**src/rtl/td4_fetch_sequencer.sv**
```systemverilog
`default_nettype none
// ============================================================================
//  Module      : td4_fetch_sequencer
//  Description : Fetch/decode sequencer for the TD4 4-bit CPU. Each
//                instruction is fetched from program ROM via a req/ack
//                handshake while the PC is held, then executed in a single
//                cycle that pulses the register-file loads, selects the adder
//                source and either advances the PC or loads a jump target.
//                Owns the carry flag consumed by JNC.
//  Ports       :
//    clk, rst_n          clock (rising edge), async active-low reset
//    pc_addr             current PC value
//    pc_in, pc_load      PC load interface (0 = load pc_in, 1 = increment)
//    rom_req, rom_addr   fetch request and address (rom_addr = pc_addr)
//    rom_ack, rom_data   fetch completion and instruction word {op, imm}
//    alu_carry           adder carry-out, sampled in EXEC by ADD opcodes
//    mux_sel, imm        adder source select and immediate operand
//    ld_a, ld_b, ld_out  one-cycle register load pulses (EXEC only)
//    carry_q             registered carry flag
//    illegal_op          one-cycle pulse for an undefined opcode
//  Revision    : 1.0 - initial release
// ============================================================================
module td4_fetch_sequencer #(
  parameter int ADDR_W = 4,
  parameter int OP_W   = 4,
  parameter int IMM_W  = 4
) (
  input  logic              clk,
  input  logic              rst_n,
  input  logic [ADDR_W-1:0] pc_addr,
  output logic [ADDR_W-1:0] pc_in,
  output logic              pc_load,
  output logic              rom_req,
  output logic [ADDR_W-1:0] rom_addr,
  input  logic              rom_ack,
  input  logic [7:0]        rom_data,
  input  logic              alu_carry,
  output logic [1:0]        mux_sel,
  output logic [IMM_W-1:0]  imm,
  output logic              ld_a,
  output logic              ld_b,
  output logic              ld_out,
  output logic              carry_q,
  output logic              illegal_op
);

  localparam logic [0:0] c_ST_FETCH = 1'b0;
  localparam logic [0:0] c_ST_EXEC  = 1'b1;

  localparam logic [OP_W-1:0] c_OP_ADD_A  = OP_W'(4'h0);
  localparam logic [OP_W-1:0] c_OP_MOV_AB = OP_W'(4'h1);
  localparam logic [OP_W-1:0] c_OP_IN_A   = OP_W'(4'h2);
  localparam logic [OP_W-1:0] c_OP_MOV_AI = OP_W'(4'h3);
  localparam logic [OP_W-1:0] c_OP_MOV_BA = OP_W'(4'h4);
  localparam logic [OP_W-1:0] c_OP_ADD_B  = OP_W'(4'h5);
  localparam logic [OP_W-1:0] c_OP_IN_B   = OP_W'(4'h6);
  localparam logic [OP_W-1:0] c_OP_MOV_BI = OP_W'(4'h7);
  localparam logic [OP_W-1:0] c_OP_OUT_B  = OP_W'(4'h9);
  localparam logic [OP_W-1:0] c_OP_OUT_I  = OP_W'(4'hB);
  localparam logic [OP_W-1:0] c_OP_JNC    = OP_W'(4'hE);
  localparam logic [OP_W-1:0] c_OP_JMP    = OP_W'(4'hF);

  localparam logic [1:0] c_SEL_A    = 2'd0;
  localparam logic [1:0] c_SEL_B    = 2'd1;
  localparam logic [1:0] c_SEL_IN   = 2'd2;
  localparam logic [1:0] c_SEL_ZERO = 2'd3;

  logic [0:0]             r_state;
  logic [0:0]             w_next_state;
  logic [OP_W+IMM_W-1:0]  r_instr;
  logic                   r_carry;
  logic [OP_W-1:0]        w_op;
  logic [ADDR_W-1:0]      w_jump_target;
  logic                   w_is_add;

  assign w_op          = r_instr[OP_W+IMM_W-1:IMM_W];
  assign w_jump_target = ADDR_W'(r_instr[IMM_W-1:0]);
  assign w_is_add      = (w_op == c_OP_ADD_A) || (w_op == c_OP_ADD_B);

  // --------------------------------------------------------------------------
  // State register
  // --------------------------------------------------------------------------
  always_ff @(posedge clk or negedge rst_n) begin
    if (!rst_n) begin
      r_state <= c_ST_FETCH;
    end else begin
      r_state <= w_next_state;
    end
  end

  // --------------------------------------------------------------------------
  // Next-state logic: FETCH waits indefinitely for ack, EXEC lasts one cycle
  // --------------------------------------------------------------------------
  always_comb begin
    w_next_state = r_state;
    case (r_state)
      c_ST_FETCH: if (rom_ack) w_next_state = c_ST_EXEC;
      c_ST_EXEC:  w_next_state = c_ST_FETCH;
      default:    w_next_state = c_ST_FETCH;
    endcase
  end

  // --------------------------------------------------------------------------
  // Instruction latch and carry flag
  // --------------------------------------------------------------------------
  always_ff @(posedge clk or negedge rst_n) begin
    if (!rst_n) begin
      r_instr <= '0;
      r_carry <= 1'b0;
    end else begin
      if (r_state == c_ST_FETCH && rom_ack) begin
        r_instr <= rom_data;
      end
      // Only ADDs keep a carry; everything else (JNC included, after it has
      // tested the old flag through the output logic) clears it.
      if (r_state == c_ST_EXEC) begin
        r_carry <= w_is_add ? alu_carry : 1'b0;
      end
    end
  end

  assign carry_q  = r_carry;
  assign rom_addr = pc_addr;
  assign imm      = r_instr[IMM_W-1:0];

  // --------------------------------------------------------------------------
  // Output decode
  // --------------------------------------------------------------------------
  always_comb begin
    // FETCH defaults: PC reloads its own value so it is held
    rom_req    = 1'b0;
    pc_load    = 1'b0;
    pc_in      = pc_addr;
    mux_sel    = c_SEL_ZERO;
    ld_a       = 1'b0;
    ld_b       = 1'b0;
    ld_out     = 1'b0;
    illegal_op = 1'b0;
    case (r_state)
      c_ST_FETCH: begin
        rom_req = 1'b1;
      end
      c_ST_EXEC: begin
        pc_load = 1'b1;
        case (w_op)
          c_OP_ADD_A:  begin mux_sel = c_SEL_A;    ld_a   = 1'b1; end
          c_OP_MOV_AB: begin mux_sel = c_SEL_B;    ld_a   = 1'b1; end
          c_OP_IN_A:   begin mux_sel = c_SEL_IN;   ld_a   = 1'b1; end
          c_OP_MOV_AI: begin mux_sel = c_SEL_ZERO; ld_a   = 1'b1; end
          c_OP_MOV_BA: begin mux_sel = c_SEL_A;    ld_b   = 1'b1; end
          c_OP_ADD_B:  begin mux_sel = c_SEL_B;    ld_b   = 1'b1; end
          c_OP_IN_B:   begin mux_sel = c_SEL_IN;   ld_b   = 1'b1; end
          c_OP_MOV_BI: begin mux_sel = c_SEL_ZERO; ld_b   = 1'b1; end
          c_OP_OUT_B:  begin mux_sel = c_SEL_B;    ld_out = 1'b1; end
          c_OP_OUT_I:  begin mux_sel = c_SEL_ZERO; ld_out = 1'b1; end
          c_OP_JMP: begin
            pc_load = 1'b0;
            pc_in   = w_jump_target;
          end
          c_OP_JNC: begin
            if (!r_carry) begin
              pc_load = 1'b0;
              pc_in   = w_jump_target;
            end
          end
          default: illegal_op = 1'b1;
        endcase
      end
      default: ;
    endcase
  end

endmodule
`default_nettype wire

```
**config.mk**
```make
export PLATFORM = sky130hd
export DESIGN_NAME = td4_fetch_sequencer
export DESIGN_NICKNAME = d
export VERILOG_FILES = /design/src/rtl/td4_fetch_sequencer.sv
export SDC_FILE = /design/constraint.sdc
export NUM_CORES = 1
export LEC_CHECK = 0
export ABC_CLOCK_PERIOD_IN_PS = 3900
export BUFFER_PORTS_ARGS = -buffer_cell sky130_fd_sc_hd__buf_4
export CAP_MARGIN = 20
export CORE_UTILIZATION = 43
export DETAILED_ROUTE_END_ITERATION = 16
export HOLD_SLACK_MARGIN = 0.15
export PLACE_DENSITY_LB_ADDON = 0.12
export SYNTH_ARGS = -nofsm -noshare
export SYNTH_HDL_FRONTEND = slang
export SYNTH_SLANG_ARGS = --single-unit
```
**constraint.sdc**
```tcl
create_clock -name clk -period 3.9 [get_ports clk]
set_clock_uncertainty 0.1 [all_clocks]
set_input_delay 0.39 -clock clk [delete_from_list [all_inputs] [get_ports clk]]
set_output_delay 0.39 -clock clk [all_outputs]
set_load 0.05 [all_outputs]
```
Word level (Yosys, flattened, before mapping)
Index checks and enable logic that the tools add are counted.
- bits in registers: 10
- input bits: 16
- output and inout port bits: 21
- logic and storage cells: 45
- eq/ne operators: 11
- mux-type cells: 20
- bitwise gates (word level): 1
- reduce and logical (&&, ||, !) cells: 10
- operators with widths (kind ; count):
    == test 4 x 3 -> 1 bit, second input constant ; 4
    == test 4 bit, second input constant ; 4
    2-to-1 mux 1 bit ; 13
    OR reduction 12 bit ; 1
    == test 4 x 2 -> 1 bit, second input constant ; 2
    2-to-1 mux 4 bit ; 2
    case mux 4 bit (2 select lines) ; 1
    OR reduction 4 bit ; 2
    case mux 2 bit (3 select lines) ; 1
    OR reduction 2 bit ; 3
    == test 4 x 1 -> 1 bit, second input constant ; 1
    logical NOT 4 bit ; 1
    case mux 1 bit (2 select lines) ; 2
    OR reduction 3 bit ; 1
    2-to-1 mux 2 bit ; 1
    logical AND 1 bit ; 1
    logical OR 1 bit ; 1
    inverter 1 bit ; 1

Depth between registers and ports, before layout
- depth in word-level cells: 4
- gate-level depth with buffers: 4
- mapped depth without buffers: 3

Worst setup path after synthesis
No wires, ideal clock.
- path kind: flip-flop to output port
- start: reg r_state
- end: out ld_b
- arrival time: 1.878 ns
- data required time: 3.410 ns
- path slack: 1.532 ns
- cell stages (with the launch flop): 3
- path buffers: 0
- cells stage by stage: dfrtp_1 > inv_1 > nor3b_1
- longest elaborated chain between the ends: 1
- ends and longest elaborated chain (element ; RTL line ; RTL):
    start, declared ; 68 ; logic [0:0] r_state;
    start signal, assigned ; 85 ; r_state <= c_ST_FETCH;
    start signal, assigned ; 87 ; r_state <= w_next_state;
    2-to-1 mux 1 bit ; 139 ; case (r_state)
    end, declared ; 41 ; output logic ld_b,
Every way passes these cells.

Final worst setup path
- start: reg r_instr[7]
- end: out pc_in[3]
- longest elaborated chain between the ends: 3
- elaborated cells on any way between the ends: 4
- those cells by class: eq/ne: 2; mux: 2
- ends and longest elaborated chain (element ; RTL line ; RTL):
    start, declared ; 70 ; logic [OP_W+IMM_W-1:0] r_instr;
    start signal, assigned ; 112 ; r_instr <= rom_data;
    == test 4 bit ; 145 ; case (w_op)
    case mux 4 bit (2 select lines) * ; 145 ;
    2-to-1 mux 4 bit * ; 139 ;
    end, declared ; 31 ; output logic [ADDR_W-1:0] pc_in,
Every way passes the cells marked *; elsewhere a longest branch is shown, timed or not.

==> metrics.txt <==
# TYPE chip_impl_metric gauge
chip_impl_info{name="run_status",value="finished clean"} 1
chip_impl_metric{name="synth-async-reset-ratio",unit="%"} 100
chip_impl_info{name="worst_hold_startpoint",value="rom_data[7]"} 1
chip_impl_info{name="tritoncts",value="done"} 1
chip_impl_metric{name="maxCapViolations",unit=""} 0
chip_impl_metric{name="floorplan.die_area",unit="sq um"} 1510
chip_impl_metric{name="post_synth_inst_count",unit=""} 51
chip_impl_metric{name="power.total",unit="mW"} 0.352
chip_impl_metric{name="routed_wl",unit="mm"} 1.16
chip_impl_metric{name="first_global_vias",unit=""} 395
chip_impl_metric{name="grt_start_max_net_pins",unit=""} 11
chip_impl_metric{name="peak_supply_drop",unit="mV"} 0.266
chip_impl_metric{name="grt_pass1_wl",unit="mm"} 1.67
chip_impl_metric{name="gr-usage-met2",unit="%"} 25.0
chip_impl_metric{name="hold_viol",unit=""} 0
chip_impl_metric{name="post_drt_via_cell_ratio",unit=""} 4.88
chip_impl_metric{name="core.rowCount",unit=""} 12
chip_impl_metric{name="design.final.nets",unit=""} 99
chip_impl_metric{name="static-leakage-power",unit="nW"} 0.403
chip_impl_metric{name="slew-limit-headroom",unit="%"} 50.0
chip_impl_metric{name="total_core_area",unit="sq um"} 1190
chip_impl_metric{name="dp_hpwl",unit="um"} 954
chip_impl_metric{name="power_density",unit="nW/um^2"} 423
chip_impl_info{name="capturing_point_of_the_worst_reg2reg_path",value="r_instr[6]"} 1
chip_impl_metric{name="syn_nets",unit=""} 67
chip_impl_metric{name="grt_remaining_overflow",unit=""} 0
chip_impl_metric{name="fin_area",unit="sq um"} 833
chip_impl_metric{name="fin_crit_sh",unit="%"} 56.3
chip_impl_metric{name="final.fill_count",unit=""} 96
chip_impl_metric{name="route.antenna.remaining_nets",unit=""} 0
chip_impl_metric{name="final.min_clock_period",unit="ns"} 2.20
chip_impl_metric{name="antennaDiodeCount",unit=""} 0
chip_impl_metric{name="cell_count_final_fillers_out",unit=""} 95
chip_impl_info{name="clock-root-buffer",value="sky130_fd_sc_hd__clkbuf_4"} 1
chip_impl_metric{name="groute.layer.met1.usage",unit="%"} 22.6
chip_impl_metric{name="clkSinkCount",unit=""} 10
chip_impl_metric{name="setup_viol_count_final",unit=""} 0
chip_impl_metric{name="globalRouteMet3Util",unit="%"} 3.47
chip_impl_metric{name="slew_violations",unit=""} 0
chip_impl_info{name="synth.cells.most_frequent",value="13 x sky130_fd_sc_hd__mux2_2, 10 x sky130_fd_sc_hd__dfrtp_1, 9 x sky130_fd_sc_hd__buf_4"} 1
chip_impl_info{name="grt.busiest_layer",value="met2"} 1
chip_impl_metric{name="post-synth-top-area-fraction",unit="%"} 42.7
chip_impl_info{name="synth_top_area_cell",value="sky130_fd_sc_hd__dfrtp_1"} 1
chip_impl_metric{name="drt-pass1-iter-count",unit=""} 4
chip_impl_metric{name="seq_area",unit="sq um"} 250
chip_impl_info{name="regToRegStartpoint",value="r_state"} 1
chip_impl_metric{name="critPathArrivalTime",unit="ns"} 1.71
chip_impl_info{name="yosysMostFrequentCell",value="sky130_fd_sc_hd__mux2_2"} 1
chip_impl_metric{name="synth.cell_area",unit="sq um"} 586
chip_impl_metric{name="pre_cts_ws",unit="ns"} 1.97
chip_impl_metric{name="initialDrtViolationCount",unit=""} 2
chip_impl_metric{name="numPortBuffers",unit=""} 36
chip_impl_metric{name="ys_seq_elements",unit=""} 10
chip_impl_metric{name="antenna_found_initial",unit=""} 0
chip_impl_metric{name="final_layout_size_suffix_gt1_share",unit="%"} 67.9
chip_impl_metric{name="gp_congestion",unit=""} 0.651
chip_impl_info{name="synth-main-ff-cell",value="sky130_fd_sc_hd__dfrtp_1"} 1
chip_impl_metric{name="timing.setup.tns",unit="ns"} 0
chip_impl_metric{name="placed_cells",unit=""} 91
chip_impl_metric{name="worstHoldPathCells",unit=""} 2
chip_impl_info{name="synth_top_cells_by_area",value="sky130_fd_sc_hd__dfrtp_1 43%, sky130_fd_sc_hd__mux2_2 25%, sky130_fd_sc_hd__buf_4 12%"} 1
chip_impl_metric{name="worst_hold_slack",unit="ns"} 0.265
chip_impl_metric{name="number_of_remaining_drc_errors",unit=""} 0
chip_impl_metric{name="post_dp_cell_area",unit="sq um"} 801
chip_impl_metric{name="insertion_delay",unit="ns"} 0.25
chip_impl_info{name="hold_path_class",value="input pin to flip-flop"} 1
chip_impl_metric{name="max-clock-path-buffers",unit=""} 2
chip_impl_metric{name="area.growth.synth_to_final",unit="%"} 42.3
chip_impl_metric{name="initial_core_util",unit="%"} 49.4
chip_impl_metric{name="grt_use_total",unit="%"} 17.0
chip_impl_metric{name="cts_resized",unit=""} 0
chip_impl_metric{name="ys_seq_area_share",unit="%"} 42.7
chip_impl_metric{name="r2r_setup_slack",unit="ns"} 2.24
chip_impl_info{name="path_class",value="flip-flop to output port"} 1
chip_impl_metric{name="largest_fanout_on_the_critical_path",unit=""} 8
chip_impl_metric{name="synth_area_per_cell",unit="sq um"} 11.5
chip_impl_metric{name="yosysWarnings",unit=""} 0
chip_impl_info{name="start_kind",value="flip-flop"} 1
chip_impl_metric{name="worstPathRequired",unit="ns"} 3.41
chip_impl_info{name="cp-end-kind",value="output port"} 1
chip_impl_metric{name="tightest_slew",unit="ns"} 0.748
chip_impl_metric{name="cts-buffers-inserted",unit=""} 3
chip_impl_metric{name="avgRoutedWirePerCell",unit="um"} 12.2
chip_impl_metric{name="multi_input_comb_area",unit="sq um"} 259
chip_impl_metric{name="num_vias",unit=""} 464
chip_impl_metric{name="timing.fmax",unit="GHz"} 0.455
chip_impl_metric{name="clkTransAtPathRegs",unit="ns"} 0.06
chip_impl_metric{name="pin_count",unit=""} 37
chip_impl_metric{name="r2r.worst_path.cells",unit=""} 2
chip_impl_info{name="rsz0062_at_grt",value="false"} 1
chip_impl_metric{name="overall_die_width",unit="um"} 38.9
chip_impl_metric{name="synth_edf_count",unit=""} 0
chip_impl_metric{name="floorplan.die.height",unit="um"} 38.9
chip_impl_metric{name="cts.htree.levels",unit=""} 1
chip_impl_metric{name="yosys.cell_types.count",unit=""} 18
chip_impl_metric{name="final_core_utilization",unit="%"} 70.3
chip_impl_metric{name="finalWorstSetupSlack",unit="ns"} 1.70
chip_impl_info{name="hold_path_end",value="r_instr[7]"} 1
-- worst max-delay path: stages, from the launching register on --
cell and delay [ns]:
sky130_fd_sc_hd__dfrtp_1 0.48, sky130_fd_sc_hd__nand2_2 0.12, sky130_fd_sc_hd__nor3_4 0.28, sky130_fd_sc_hd__mux2_2 0.37, sky130_fd_sc_hd__buf_4 0.19
-- cells by family after synthesis --
group / share of synthesized area (%)
AND/OR/NAND/NOR: 15.4
multiplexers: 25.0
buffers and inverters: 13.0
flip-flops: 42.7
AO/OA/AOI/OAI: 2.35
XOR/XNOR: 1.50
-- sequential cells by signal, summed over array words and instances, names as in the netlist --
| name | count |
|---|---|
| r_state | 1 |
| carry_q | 1 |
| r_instr | 8 |
-- worst max path at each step --
stage,to,cells after the start,from
5_1_grt,pc_in[3],4,r_instr[7]
4_1_cts,pc_in[3],4,r_instr[7]
2_1_floorplan,ld_b,2,r_state
6_report,pc_in[3],4,r_instr[7]
3_3_place_gp,pc_in[0],4,r_instr[7]
3_5_place_dp,pc_in[3],4,r_instr[7]
-- layout make-up --
type | count | area share (%)
Multi-Input combinational cell | 30 | 31.1
Tap cell | 14 | 2.10
Timing Repair Buffer | 37 | 33.6
Inverter | 1 | 0.450
Sequential cell | 10 | 30.0
Clock buffer | 3 | 2.70
-- timing repair --
item | CTS | global route
hold buffers | 1 | 0
hold endpoints to repair | 10 | 0
buffers inserted | 0 | 0
-- power by group --
group	total [mW]	internal (mW)	switching (mW)
Combinational	0.151	0.0563	0.0947
Sequential	0.135	0.118	0.0170
Clock	0.0663	0.0354	0.0308
-- per-layer routing --
metal | vias to the layer above | routed length (um)
li1 | 231 | -
met1 | 211 | 502
met2 | 20 | 572
met3 | 2 | 68
met4 | 0 | 11
met5 | - | 0
-- placed cells by master (no fill, tap or decap), drive strengths merged, types with 2 or more instances in the layout --
master / Yosys / routed
buf: 10 / 36
clkbuf: 0 / 3
dfrtp: 10 / 10
mux2: 13 / 13
nand2: 3 / 3
nor2: 3 / 3
nor2b: 2 / 2
nor3: 2 / 2
Power figures use the tool's default switching activity.
